File: config.mk
export PLATFORM = sky130hd
export DESIGN_NAME = change_dispenser
export DESIGN_NICKNAME = d
export VERILOG_FILES = /design/src/rtl/change_dispenser.sv
export SDC_FILE = /design/constraint.sdc
export NUM_CORES = 1
export LEC_CHECK = 0
export CAP_MARGIN = 15
export CORE_MARGIN = 1.5
export CORE_UTILIZATION = 40
export CTS_BUF_LIST = sky130_fd_sc_hd__clkbuf_8
export CTS_CLUSTER_DIAMETER = 200
export DETAILED_ROUTE_END_ITERATION = 7
export DONT_BUFFER_PORTS = 1
export PLACE_DENSITY = 0.6
export SETUP_SLACK_MARGIN = 0.02
export SYNTH_ARGS = -nofsm -noshare
export SYNTH_HDL_FRONTEND = slang
export SYNTH_SLANG_ARGS = --single-unit
export TNS_END_PERCENT = 50
File: constraint.sdc
create_clock -name clk_i -period 2.49 [get_ports clk_i]
set_clock_uncertainty 0.1 [all_clocks]
set_input_delay 0.498 -clock clk_i [delete_from_list [all_inputs] [get_ports clk_i]]
set_output_delay 0.498 -clock clk_i [all_outputs]
set_load 0.005 [all_outputs]
File: src/rtl/change_dispenser.sv
// -----------------------------------------------------------------------------
// change_dispenser
//
// Downstream stage of vending_machine. Every nonzero change_i sample is one
// refund (in 5-cent units) that is queued and later paid out one coin at a
// time to the coin hopper. Dimes are preferred; nickles are used when the
// remaining amount is a single nickle or the dime tube is empty. A lost ack
// or a refund that no available coin can pay halts dispensing until reset.
//
// Optional feature (macro CHANGE_TOTAL_EN):
//   defined   -> adds coins_total_o, the saturating count of 5-cent units paid
//   undefined -> port and counter absent, behaviour otherwise identical
//
// Ports
//   clk_i           clock, rising edge
//   rst_ni          asynchronous active-low reset
//   change_i        refund amount in nickles, nonzero for one cycle per refund
//   dime_empty_i    hopper dime tube empty
//   nickle_empty_i  hopper nickle tube empty
//   hopper_ack_i    hopper ejected the requested coin (1-cycle pulse)
//   dime_req_o      request eject of one dime
//   nickle_req_o    request eject of one nickle
//   busy_o          refund queued or in progress
//   overflow_o      sticky: refund dropped because the queue was full
//   fault_o         sticky: ack timeout or no usable coin; dispensing halted
//   coins_total_o   (CHANGE_TOTAL_EN only) total 5-cent units paid out
//
// Hopper handshake: a req output rises from SELECT and stays high until
// hopper_ack_i is sampled high at a rising edge; the req then drops at that
// same edge. At most one req is high at a time, and every coin is followed by
// at least one cycle with both reqs low. An ack seen while no req is pending
// is ignored.
// -----------------------------------------------------------------------------
module change_dispenser #(
    parameter int FIFO_DEPTH  = 4,
    parameter int ACK_TIMEOUT = 16,
    parameter int AMT_W       = 3
) (
    input  logic             clk_i,
    input  logic             rst_ni,
    input  logic [AMT_W-1:0] change_i,
    input  logic             dime_empty_i,
    input  logic             nickle_empty_i,
    input  logic             hopper_ack_i,
    output logic             dime_req_o,
    output logic             nickle_req_o,
    output logic             busy_o,
    output logic             overflow_o,
`ifdef CHANGE_TOTAL_EN
    output logic [15:0]      coins_total_o,
`endif
    output logic             fault_o
);

    localparam int IDX_W = $clog2(FIFO_DEPTH);
    localparam int PTR_W = IDX_W + 1;
    localparam int TMO_W = $clog2(ACK_TIMEOUT + 1);
    localparam logic [TMO_W-1:0] TMO_LAST = TMO_W'(ACK_TIMEOUT - 1);

    typedef enum logic [1:0] {
        IDLE   = 2'd0,
        SELECT = 2'd1,
        WAIT   = 2'd2,
        FAULT  = 2'd3
    } state_e;

    // ------------------------------------------------------------------------
    // Refund queue. Pointers carry one extra MSB so that equal low bits with
    // differing MSBs means full, fully equal pointers means empty.
    // ------------------------------------------------------------------------
    logic [AMT_W-1:0] mem_q [FIFO_DEPTH];
    logic [PTR_W-1:0] wr_ptr_q, wr_ptr_d;
    logic [PTR_W-1:0] rd_ptr_q, rd_ptr_d;
    logic             q_empty;
    logic             q_full;
    logic             push_req;
    logic             push;
    logic             pop;

    state_e           state_q, state_d;
    logic [AMT_W-1:0] remaining_q, remaining_d;
    logic [1:0]       coin_q, coin_d;
    logic [TMO_W-1:0] tmo_q, tmo_d;
    logic             dime_req_q, dime_req_d;
    logic             nickle_req_q, nickle_req_d;
    logic             busy_q, busy_d;
    logic             overflow_q, overflow_d;
    logic             fault_q, fault_d;

    assign q_empty = (wr_ptr_q == rd_ptr_q);
    assign q_full  = (wr_ptr_q[PTR_W-1] != rd_ptr_q[PTR_W-1]) &&
                     (wr_ptr_q[PTR_W-2:0] == rd_ptr_q[PTR_W-2:0]);

    // The FSM only pulls a refund while idle.
    assign pop = (state_q == IDLE) && !q_empty;

    // Refunds arriving after a fault are discarded silently.
    assign push_req = (change_i != '0) && (state_q != FAULT);
    // A full queue still accepts a refund when a slot frees at the same edge.
    assign push     = push_req && (!q_full || pop);

    always_comb begin
        wr_ptr_d   = wr_ptr_q;
        rd_ptr_d   = rd_ptr_q;
        overflow_d = overflow_q;
        if (push) begin
            wr_ptr_d = wr_ptr_q + PTR_W'(1);
        end
        if (pop) begin
            rd_ptr_d = rd_ptr_q + PTR_W'(1);
        end
        if (push_req && !push) begin
            overflow_d = 1'b1;
        end
    end

    // Storage needs no reset: an entry is only read after it was written.
    always_ff @(posedge clk_i) begin
        if (push) begin
            mem_q[wr_ptr_q[PTR_W-2:0]] <= change_i;
        end
    end

    // ------------------------------------------------------------------------
    // Payout FSM
    // ------------------------------------------------------------------------
    always_comb begin
        state_d      = state_q;
        remaining_d  = remaining_q;
        coin_d       = coin_q;
        tmo_d        = tmo_q;
        dime_req_d   = dime_req_q;
        nickle_req_d = nickle_req_q;
        fault_d      = fault_q;

        unique case (state_q)
            IDLE: begin
                if (!q_empty) begin
                    remaining_d = mem_q[rd_ptr_q[PTR_W-2:0]];
                    state_d     = SELECT;
                end
            end

            SELECT: begin
                if (remaining_q == '0) begin
                    state_d = IDLE;
                end else if ((remaining_q >= AMT_W'(2)) && !dime_empty_i) begin
                    // Dime only when at least two nickles are owed, so the
                    // subtraction in WAIT can never wrap.
                    dime_req_d = 1'b1;
                    coin_d     = 2'd2;
                    tmo_d      = '0;
                    state_d    = WAIT;
                end else if (!nickle_empty_i) begin
                    nickle_req_d = 1'b1;
                    coin_d       = 2'd1;
                    tmo_d        = '0;
                    state_d      = WAIT;
                end else begin
                    fault_d = 1'b1;
                    state_d = FAULT;
                end
            end

            WAIT: begin
                if (hopper_ack_i) begin
                    dime_req_d   = 1'b0;
                    nickle_req_d = 1'b0;
                    remaining_d  = remaining_q - AMT_W'(coin_q);
                    state_d      = SELECT;
                end else if (tmo_q == TMO_LAST) begin
                    // This edge ends the ACK_TIMEOUT-th cycle of req high.
                    dime_req_d   = 1'b0;
                    nickle_req_d = 1'b0;
                    fault_d      = 1'b1;
                    state_d      = FAULT;
                end else begin
                    tmo_d = tmo_q + TMO_W'(1);
                end
            end

            FAULT: begin
                dime_req_d   = 1'b0;
                nickle_req_d = 1'b0;
                fault_d      = 1'b1;
            end

            default: begin
                state_d = IDLE;
            end
        endcase

        busy_d = (state_q != IDLE) || !q_empty;
    end

    always_ff @(posedge clk_i or negedge rst_ni) begin
        if (!rst_ni) begin
            wr_ptr_q     <= '0;
            rd_ptr_q     <= '0;
            state_q      <= IDLE;
            remaining_q  <= '0;
            coin_q       <= '0;
            tmo_q        <= '0;
            dime_req_q   <= 1'b0;
            nickle_req_q <= 1'b0;
            busy_q       <= 1'b0;
            overflow_q   <= 1'b0;
            fault_q      <= 1'b0;
        end else begin
            wr_ptr_q     <= wr_ptr_d;
            rd_ptr_q     <= rd_ptr_d;
            state_q      <= state_d;
            remaining_q  <= remaining_d;
            coin_q       <= coin_d;
            tmo_q        <= tmo_d;
            dime_req_q   <= dime_req_d;
            nickle_req_q <= nickle_req_d;
            busy_q       <= busy_d;
            overflow_q   <= overflow_d;
            fault_q      <= fault_d;
        end
    end

`ifdef CHANGE_TOTAL_EN
    logic [15:0] total_q, total_d;

    always_comb begin
        total_d = total_q;
        if ((state_q == WAIT) && hopper_ack_i) begin
            if (total_q > (16'hFFFF - {14'd0, coin_q})) begin
                total_d = 16'hFFFF;
            end else begin
                total_d = total_q + {14'd0, coin_q};
            end
        end
    end

    always_ff @(posedge clk_i or negedge rst_ni) begin
        if (!rst_ni) begin
            total_q <= '0;
        end else begin
            total_q <= total_d;
        end
    end

    assign coins_total_o = total_q;
`endif

    assign dime_req_o   = dime_req_q;
    assign nickle_req_o = nickle_req_q;
    assign busy_o       = busy_q;
    assign overflow_o   = overflow_q;
    assign fault_o      = fault_q;

endmodule

-- Word level (Yosys, flattened, before mapping)
Memory sizes are Yosys's and may differ from the RTL's.
Index checks and enable logic that the tools add are counted.
- output and inout port bits: 5
- bits in writable memories: 12
- bits in registers: 23
- memories kept: 1
- ROM bits: 0
- latch bits: 0
- memory list (memory ; depth ; bits a word ; read ports ; clocked after memory_dff ; write ports ; line ; RTL):
    mem_q ; 4 ; 3 ; 1 ; 0 ; 1 ; 71 ; logic [AMT_W-1:0] mem_q [FIFO_DEPTH];
- reduce and logical (&&, ||, !) cells: 27
- shift-type cells: 0
- order comparisons: 1
- multipliers: 0
- mux-type cells: 35
- divide/modulo/power cells: 0
- bitwise operators: 1
- $add $sub $neg: 4
- equality and inequality tests: 21
- operator list (kind ; number):
    2-to-1 mux 5 bit ; 5
    inequality test 2 bit, second input constant ; 11
    2-to-1 mux 1 bit ; 16
    2-to-1 mux 2 bit ; 6
    case mux 5 bit (2 select lines) ; 1
    AND reduction 5 bit ; 2
    case mux 1 bit (3 select lines) ; 3
    AND reduction 3 bit ; 3
    nonzero test 3 bit ; 3
    adder 3 x 1 -> 3 bit, second input constant ; 2
    logical AND 1 bit ; 6
    2-to-1 mux 3 bit ; 2
    inequality test 3 bit, second input constant ; 2
    case mux 2 bit (3 select lines) ; 1
    case mux 3 bit (2 select lines) ; 1
    AND reduction 6 bit ; 1
    nonzero test 2 bit ; 3
    adder 5 x 1 -> 5 bit, second input constant ; 1
    equality test 5 x 4 -> 1 bit, second input constant ; 1
    equality test 2 bit, second input constant ; 2
    zero test 1 bit ; 4
    AND reduction 4 bit ; 1
    equality test 3 bit ; 1
    >= comparator 3 x 2 -> 1 bit, second input constant ; 1
    9 further kinds ; 10

-- Longest topological paths before layout
Gate-level depths: netlist (run 1).
- word-level depth: 7
- gate-level depth with buffers: 7
- mapped depth without buffers: 7

-- Worst setup path after synthesis (run 1)
Ideal clock, no wire load.
- path type: register -> register
- start point: register tmo_q[0]
- end point: register tmo_q[2]
- period minus slack after synthesis: 2121 ps
- path buffers: 0
- slack: 369 ps
- arrival: 1900 ps
- stages on the path, launching flop included: 8
- required time: 2269 ps
- setup time: 121 ps
- cells stage by stage: dfrtp_1 > ha_1 > and3_1 > ha_1 > nor3b_2 > a21oi_1 > a211o_1 > a22o_1
- word-level cells in the longest chain between the ends: 4
- elaborated cells on any way between the ends: 7
- those cells by class: 1 x add/sub; 2 x eq/ne; 3 x mux; 1 x reduce/logical
- ends and longest elaborated chain (element ; line ; RTL):
    start: declaration ; 83 ; logic [TMO_W-1:0] tmo_q, tmo_d;
    start signal: assignment ; 215 ; tmo_q <= tmo_d;
    adder 5 x 1 -> 5 bit ; 178 ; tmo_d = tmo_q + TMO_W'(1);
    2-to-1 mux 5 bit ; 171 ; end else if (tmo_q == TMO_LAST) begin
    2-to-1 mux 5 bit ; 166 ; if (hopper_ack_i) begin
    case mux 5 bit (2 select lines) ; 136 ; unique case (state_q)
Parallel ways exist; a longest one is shown, timed or not. The select of a mux whose other input is x is not followed.
A chain may end at the register's enable or synchronous reset.

-- Final worst setup path (run 1)
Ends and elaborated chain as after synthesis.

==> impl_metrics.yaml, run 1 <==
status:
  status: "completed"
sta:
  rsz0062_at_grt: "no"
  tns_ps: 0
  max_freq_ghz: 0.442
  worst_pin_slew_ps: 467
  post-route-period-util_pct: 90.8
  slew_viol_final: 0
  setup_viol: 0
  setup_slack_ps: 228
  slew-limit-headroom_pct: 68.9
  hold_viol_final: 0
  min_period_ps: 2260
min_path:
  hold_depth: 0
  hold_class: "input port to flop"
  min_to: "mem_q[1][2]"
  hold_start: "change_i[2]"
global_routing:
  grt_pass1_vias: 1269
  grt_pass1_wl_um: 5890
  grt_usage_pct: 14.8
  overflow: 0
  antenna_found_initial: 0
  grt_start_max_net_pins: 24
pwr:
  p_leak_nw: 0.878
  peakVddDrop_mv: 0.182
  p_sw_share_pct: 21.8
  power_switching_uw: 222
  powerDensity_nw_per_um2: 490
  p_int_uw: 798
  power_frac_clock_pct: 39.2
  combinationalPowerShare_pct: 2.3
  seqPwrFrac_pct: 58.5
critical_path:
  critical_path.cell_chain: "ha_1 > and3_1 > ha_1 > nor3b_4 > nor2_2 > a211o_1 > a22o_1"
  rrSetupSlack_ps: 230
  worst_r2r_path_depth: 7
  cp_top_family: "simple AND/OR/NAND/NOR gates"
  worstPathArrival_ps: 2340
  startpoint_type: "flop"
  cp.required_ps: 2570
  rr_startpoint: "tmo_q[0]"
  worstSetupEndpointType: "flop"
  path_buf_inv: 0
  cpPeakStageDelay_ps: 430
  crit_top_cell: "ha_1"
  critPathMaxFanout: 8
  setup.worst_path.class: "flop to flop"
  rr_endpoint: "tmo_q[2]"
  crit_slowest_cell: "dfrtp_1"
placed_design:
  port_buffers: 0
  gp_congestion: 0.869
  place_hpwl_um: 2590
  pre_cts_slack_ps: 177
synth:
  synth_top_family_by_area: "compound AO/OA/AOI/OAI gates"
  syn_area_per_cell_um2: 11.6
  synth-main-ff-cell: "dfrtp_1"
  synth-edff-count: 12
  synth_xor_area_share_pct: 4.12
  yosysSeqAreaShare_pct: 49.7
  synth_simple_gate_area_share_pct: 12.3
  syn_nets: 184
  synthAdderAreaFrac_pct: 9.69
  netlist_area_um2: 1880
  synth-seq-cells: 35
  synth-compound-area-share_pct: 15.3
  synthDistinctLibCells: 46
  muxShareOfSynthArea_pct: 5.84
  synth_async_sr_flop_share_pct: 65.7
  synth_warnings: 0
  syn_inst: 162
cells_and_area:
  final_cell_mix: "dfrtp_1 (23), ha_1 (13), inv_1 (12), edfxtp_1 (12), nor2_1 (11)"
  fill_cells: 408
  drive_above_1_share_pct: 10.5
  regArea_um2: 936
  area_growth_syn_to_layout_pct: 10.4
  multi_input_area_um2: 897
  layout_commonest_cell: "dfrtp_1"
  antenna_cells: 0
  nNetsFinal: 192
floorplan:
  die_area_um2: 5130
  core_um2: 4440
  start_util_pct: 42.4
  die_h_um: 71.6
  ios: 13
  std_cell_rows: 24
  die_w_um: 71.6
cts:
  insertion_delay_ps: 290
  cts_root_buffer: "clkbuf_8"
  cts_buffers: 5
  clock_sinks: 35
  cts_max_level: 2
  cts_tree: "done"
  cts_setup_buffers: 0
  path_clk_slew_ps: 70
  clockBufferDepth: 2
drt:
  drcViolationCount: 0
  via_count: 1259
  drtIter0Drc: 113
  routed_wl_um: 3520
  vias_per_cell: 5.65
  first_pass_iters: 8
  avgRoutedWirePerCell_um: 15.8
  drtAntennaViolNets: 0
flow_run:
  max_cap_violations: 0
-- timing repair --
item                                    CTS  global route
hold endpoints to repair                 23             0
endpoints found under the setup margin    0             1
resized for setup                         0             1
hold buffers                              1             0
-- per-stage QoR --
| stage | instance area (µm²) | utilization, % | hold WS [ps] | total power, mW | cells |
|---|---|---|---|---|---|
| CTS | 2050 | 46.1 | 197 | 1.03 | 222 |
| global placement | 1950 | 43.9 | 103 | 0.619 | 213 |
| detailed placement | 1950 | 43.9 | 103 | 0.619 | 213 |
| finish | 2080 | 46.8 | 205 | 1.02 | 223 |
| global route | 2080 | 46.8 | 192 | 1.05 | 223 |
| floorplan | 1880 | - | 102 | 0.617 | 162 |
-- final cells by class --
class	count	area share (%)
clock buffer	5	3.31
multi-input combinational	112	43.1
inverter	12	2.16
timing repair buffer	4	2.53
clock inverter	3	0.782
tap	52	3.13
sequential	35	45.0
-- sequential cells by signal, indices dropped and copies added (netlist names), 2 cells and up --
| signal | flops |
|---|---|
| remaining_q | 3 |
| tmo_q | 5 |
| state_q | 2 |
| mem_q | 12 |
| coin_q | 2 |
| wr_ptr_q | 3 |
| rd_ptr_q | 3 |
-- synth_stat cells (all sizes together), types with 3 or more instances --
cell type  count  share of area, %
o21ai          7               1.9
dfrtp         23                31
nand2b         5               1.7
ha            13               8.6
o31ai          3               1.2
a21oi          7               1.9
inv           12               2.4
a21o           3               1.2
nand2          8               1.6
xnor2          6               3.2
and3           5               1.7
nor2          12               2.5
a22o           5               2.3
and2           3               1.0
edfxtp        12                19
mux4           3               3.6
-- cell families after synthesis --
logic type / Yosys count
fa+ha+maj: 14
flops: 35
mux: 7
compound gates: 40
buf+inv: 15
xor+xnor: 8
simple gates: 43
-- metal layers --
metal | vias to the layer above | GRT usage [%] | share of wire [%]
li1 | 607 | - | -
met1 | 630 | 19.5 | 48
met2 | 17 | 23.3 | 48
met3 | 5 | 3.66 | 2.8
met4 | 0 | 6.92 | 1.2
met5 | - | 0 | 0
-- power groups by stage --
| stage | Sequential, mW | Combinational (mW) | Clock (mW) |
|---|---|---|---|
| 5_1_grt | 0.596 | 0.0272 | 0.429 |
| 3_3_place_gp | 0.608 | 0.0102 | 0 |
| 6_report | 0.597 | 0.0239 | 0.400 |
| 2_1_floorplan | 0.608 | 0.00820 | 0 |
| 3_5_place_dp | 0.608 | 0.0103 | 0 |
| 4_1_cts | 0.596 | 0.0192 | 0.411 |
-- worst max path at each step --
stage / slack [ps] / endpoint / cells after the start / startpoint
2_1_floorplan: 370 / tmo_q[2] / 7 / tmo_q[0]
3_3_place_gp: 270 / tmo_q[2] / 7 / tmo_q[0]
3_5_place_dp: 180 / tmo_q[2] / 7 / tmo_q[0]
4_1_cts: 160 / tmo_q[2] / 7 / tmo_q[0]
5_1_grt: 90 / tmo_q[2] / 7 / tmo_q[0]
6_report: 230 / tmo_q[2] / 7 / tmo_q[0]
(Power assumes the default switching activity.)
==> run 2: changes to the inputs <==
Clock period 2.49 ns to 2.78 ns, I/O delays scaled along.
==> run 2 against run 1 <==
Count of clock-buffer cells in the layout did not move. Die area unchanged. The run now ends with design-rule violations left. Cell count shrank 0.90%. First-iteration DRC count down 31%.
==> impl_metrics.yaml, run 2 (same netlist as run 1, synthesis figures left out) <==
critical_path:
  rr_endpoint: "tmo_q[2]"
  cp.required_ps: 2860
  critPathMaxFanout: 13
  crit_slowest_cell: "nor3b_2"
  worstPathArrival_ps: 2430
  rr_startpoint: "state_q[0]"
  rrSetupSlack_ps: 430
  setup.worst_path.class: "flop to flop"
  worstSetupEndpointType: "flop"
  cpPeakStageDelay_ps: 520
  critical_path.cell_chain: "inv_1 > ha_1 > nor3b_2 > nor2_2 > a211o_1 > a22o_1"
  worst_r2r_path_depth: 6
  startpoint_type: "flop"
cells_and_area:
  fill_cells: 408
  multi_input_area_um2: 891
  nNetsFinal: 190
  area_growth_syn_to_layout_pct: 9.30
  final_cell_mix: "dfrtp_1 (23), ha_1 (13), edfxtp_1 (12)"
  layout_commonest_cell: "dfrtp_1"
  regArea_um2: 936
  drive_above_1_share_pct: 10.1
  design_area_um2: 2060
  largest_reg_flops: 12
  antenna_cells: 0
pwr:
  p_int_uw: 721
  seqPwrFrac_pct: 57.1
  power_switching_uw: 214
  p_sw_share_pct: 22.9
  combinationalPowerShare_pct: 2.2
  power_frac_clock_pct: 40.7
  peakVddDrop_mv: 0.180
  p_leak_nw: 0.861
  powerDensity_nw_per_um2: 454
global_routing:
  grt_pass1_vias: 1257
  grt_start_max_net_pins: 24
  antenna_found_initial: 0
  grt_pass1_wl_um: 6000
  overflow: 0
  grt_usage_pct: 15.5
floorplan:
  std_cell_rows: 24
  die_h_um: 71.6
  die_area_um2: 5130
  start_util_pct: 42.4
  ios: 13
  die_w_um: 71.6
  core_um2: 4440
cts:
  cts_max_level: 2
  insertion_delay_ps: 290
  cts_buffers: 5
  post_cts_resized: 0
  cts_setup_buffers: 0
  cts_tree: "done"
  clock_sinks: 35
  cts_root_buffer: "clkbuf_8"
  path_clk_slew_ps: 80
  clockBufferDepth: 2
sta:
  post-route-period-util_pct: 84.5
  slew-limit-headroom_pct: 64.1
  tns_ps: 0
  worst_pin_slew_ps: 533
  slew_viol_final: 0
  rsz0062_at_grt: "no"
  max_freq_ghz: 0.426
  setup_viol: 0
  hold_viol_final: 0
  min_period_ps: 2350
min_path:
  hold_start: "change_i[0]"
  hold_depth: 0
  hold_class: "input port to flop"
  min_to: "mem_q[0][0]"
drt:
  routed_wl_um: 3560
  drtAntennaViolNets: 0
  via_count: 1240
  first_pass_iters: 8
  drcViolationCount: 2
  vias_per_cell: 5.61
  avgRoutedWirePerCell_um: 16.1
  drtIter0Drc: 78
status:
  violations: "design-rule violations"
  status: "finished with violations"
placed_design:
  post_dp_cell_area_um2: 1940
  place_hpwl_um: 2610
  gp_congestion: 0.791
  port_buffers: 0
flow_run:
  max_cap_violations: 0
-- run 2: cell types whose count changed in the layout (fill, tap and decap cells not counted), sizes merged --
cell and delta:
clkinv -1, clkinvlp +1, buf -2
-- run 2: worst max-delay path: cells and delay by family (launching register included) --
kind	cells	cell delay [ps]
and+or+nand+nor	2	620
AOI/OAI and AO/OA	2	520
adders and majority gates	1	470
DFF	1	400
buffers and inverters	1	140
-- run 2: worst max-delay path by stage --
stage | depth (start not counted) | end | start | slack (ps)
2_1_floorplan | 7 | tmo_q[2] | tmo_q[0] | 660
3_3_place_gp | 7 | tmo_q[2] | tmo_q[0] | 550
3_5_place_dp | 6 | tmo_q[2] | state_q[0] | 460
4_1_cts | 6 | tmo_q[2] | state_q[0] | 430
5_1_grt | 6 | tmo_q[3] | state_q[0] | 310
6_report | 6 | tmo_q[2] | state_q[0] | 430
-- run 2: area by class of cell --
type / instances / area share (%)
flip-flops and latches: 35 / 45.4
multi-input cells: 112 / 43.3
clock buffers: 5 / 3.34
well taps: 52 / 3.16
inverters: 12 / 2.19
repair buffers: 2 / 1.46
clock inverters: 3 / 1.15
-- run 2: power groups by stage --
stage          clock network, mW  registers [mW]  logic [mW]
2_1_floorplan                  0           0.545     0.00734
3_3_place_gp                   0           0.545     0.00923
3_5_place_dp                   0           0.545     0.00923
4_1_cts                    0.393           0.534      0.0214
5_1_grt                    0.418           0.534      0.0236
6_report                   0.380           0.534      0.0207
-- run 2: routing by layer --
layer,vias to the layer above,track usage (%),share of wire (%),wire (µm)
li1,602,-,-,-
met1,615,19.8,46,1640
met5,-,0,0,0
met4,0,5.03,0.48,17
met3,2,4.78,3.8,134
met2,21,25.1,50,1770
-- run 2: repair_timing --
action                                  4_1_cts  5_1_grt
endpoints found under the hold margin        23        0
endpoints found under the setup margin        0        0
hold buffers                                  2        0
-- run 2: stage by stage --
step | instances | power [mW] | hold slack [ps] | worst slack, ps | utilization (%)
final | 221 | 0.935 | 257 | 430 | 46.3
after global placement | 211 | 0.554 | 161 | 549 | 43.6
after detailed placement | 211 | 0.554 | 161 | 459 | 43.6
after global routing | 221 | 0.976 | 237 | 314 | 46.3
after CTS | 221 | 0.949 | 247 | 434 | 46.3
after floorplan | 162 | 0.552 | 160 | 659 | -
==> run 3: changes to the inputs <==
Settings changed: PLACE_DENSITY 0.6 to 0.62.
Clock period 2.78 ns to 2 ns, I/O delays scaled along.
==> run 3 against run 2 <==
The flow still finishes with violations (design-rule violations). Via count rose by 7.4%. Non-clock buffer count rose by 16. Worst setup slack got worse by 430 ps. Highest routed layer unchanged.
==> impl_metrics.yaml, run 3 (same netlist as run 1, synthesis figures left out) <==
status:
  status: "finished with violations"
  violations: "design-rule violations"
critical_path:
  worstPathArrival_ps: 2070
  cp.required_ps: 2080
  worstSetupStartpoint: "tmo_q[1]"
  rrSetupSlack_ps: 2
  crit_cells: 8
  cp_top_family: "simple AND/OR/NAND/NOR gates"
  critical_path.cell_chain: "ha_2 > and3_4 > ha_4 > nor3b_4 > buf_4 > a21oi_1 > a21o_1 > a22o_1"
  worst_r2r_path_depth: 8
  path_buf_inv: 1
  worstSetupEndpointType: "flop"
  critPathCapture: "tmo_q[1]"
  setup.worst_path.class: "flop to flop"
  crit_slowest_cell: "dfrtp_1"
  cpPeakStageDelay_ps: 390
  critPathMaxFanout: 5
  startpoint_type: "flop"
  rr_startpoint: "tmo_q[1]"
  rr_endpoint: "tmo_q[1]"
cells_and_area:
  final_cell_mix: "dfrtp_1 (23), buf_4 (16), edfxtp_1 (12)"
  layout_commonest_cell: "dfrtp_1"
  fill_cells: 408
  drive_above_1_share_pct: 21.6
  design_area_um2: 2210
  finalNonFillerCells: 237
  antenna_cells: 0
  fin_util_pct: 49.8
  nNetsFinal: 206
  area_growth_syn_to_layout_pct: 17.5
  largest_reg_flops: 12
placed_design:
  port_buffers: 0
  post_dp_cell_area_um2: 2050
  dpl.cell_count: 223
  gp_congestion: 0.858
  place_hpwl_um: 2800
cts:
  cts_root_buffer: "clkbuf_8"
  cts_buffers: 5
  cts_tree: "done"
  insertion_delay_ps: 300
  clockBufferDepth: 2
  path_clk_slew_ps: 80
  clock_sinks: 35
  cts_max_level: 2
drt:
  drcViolationCount: 3
  drtIter0Drc: 68
  via_count: 1332
  avgRoutedWirePerCell_um: 16.6
  vias_per_cell: 5.62
  routed_wl_um: 3930
  first_pass_iters: 6
  drtAntennaViolNets: 0
pwr:
  p_leak_nw: 0.939
  powerDensity_nw_per_um2: 578
  peakVddDrop_mv: 0.326
floorplan:
  core_um2: 4440
  ios: 13
  die_area_um2: 5130
  start_util_pct: 42.4
  die_w_um: 71.6
  std_cell_rows: 24
  die_h_um: 71.6
global_routing:
  grt_use_met1_pct: 21.5
  met2_usage_pct: 29.1
  grt_start_max_net_pins: 24
  overflow: 0
  grtUsageMet3_pct: 4.08
  antenna_found_initial: 0
  grt_pass1_vias: 1479
  grt_usage_pct: 17.6
  grt_most_used_layer: "met2"
  grt_pass1_wl_um: 6920
sta:
  slew_viol_final: 0
  slew-limit-headroom_pct: 71.3
  post-route-period-util_pct: 99.9
  setup_viol: 0
  min_period_ps: 2000
  rsz0062_at_grt: "yes"
  worst_pin_slew_ps: 424
  max_freq_ghz: 0.501
  hold_viol_final: 0
flow_run:
  max_cap_violations: 0
min_path:
  hold_class: "input port to flop"
  hold_start: "change_i[1]"
-- run 3: cell types whose count changed in the layout (fill, tap and decap cells not counted), moves of 2 or more --
cell    change
ha_2        +2
ha_1        -3
and3_1      -2
and3_4      +2
buf_4      +16
-- run 3: what timing repair did --
| item | CTS | global route |
|---|---|---|
| buffers inserted | 2 | 2 |
| pin swaps | 1 | 1 |
| gates cloned | 0 | 0 |
| hold buffers | 2 | 0 |
| setup endpoints to repair | 4 | 13 |
| hold endpoints to repair | 23 | 0 |
| resized for setup | 2 | 4 |
-- run 3: area by class of cell --
type	instances	area, µm²	area share, %
Clock buffer	5	68.8	3.11
Inverter	12	45.0	2.04
Sequential cell	35	936	42.3
Tap cell	52	65.1	2.94
Timing Repair Buffer	18	150	6.78
Clock inverter	3	16.3	0.735
Multi-Input combinational cell	112	932	42.1
-- run 3: power by group --
group          leakage (nW)  internal [mW]  total (mW)  switching [mW]
clock                0.0453          0.238       0.508           0.270
combinational         0.514         0.0118      0.0288          0.0170
sequential            0.380          0.742       0.743        0.000609
total                 0.939          0.992        1.28           0.288
-- run 3: worst min path at each step --
stage	cells past startpoint	end	slack [ps]
detailed placement	0	tmo_q[2]	5
floorplan	0	busy_o	4
CTS	0	mem_q[1][1]	80
global placement	0	tmo_q[3]	5
global route	0	mem_q[1][2]	80
finish	0	mem_q[1][1]	90
-- run 3: worst register-to-register path: cells and delay by family, from the launching register on --
kind	cells	cell delay (ps)
AND/OR/NAND/NOR	2	450
AO/OA/AOI/OAI	3	410
flip-flops	1	390
adder cells (fa/ha/maj)	2	360
buffers and inverters	1	180
-- run 3: per-stage QoR --
stage / worst slack [ps] / TNS, ps / total power [mW] / hold slack (ps)
final: 2.15 / 0 / 1.28 / 92.3
after global routing: -109 / -431 / 1.32 / 76.4
after CTS: 4.75 / 0 / 1.29 / 83.0
after detailed placement: -76.6 / -176 / 0.770 / 4.95
after global placement: 41.3 / 0 / 0.770 / 4.94
after floorplan: 31.0 / 0 / 0.768 / 4.41
-- run 3: routing by layer --
layer / part of all wire (%) / routed length (µm)
met5: 0 / 0
met4: 0.48 / 19
met3: 3.1 / 120
met2: 53 / 2090
met1: 43 / 1700
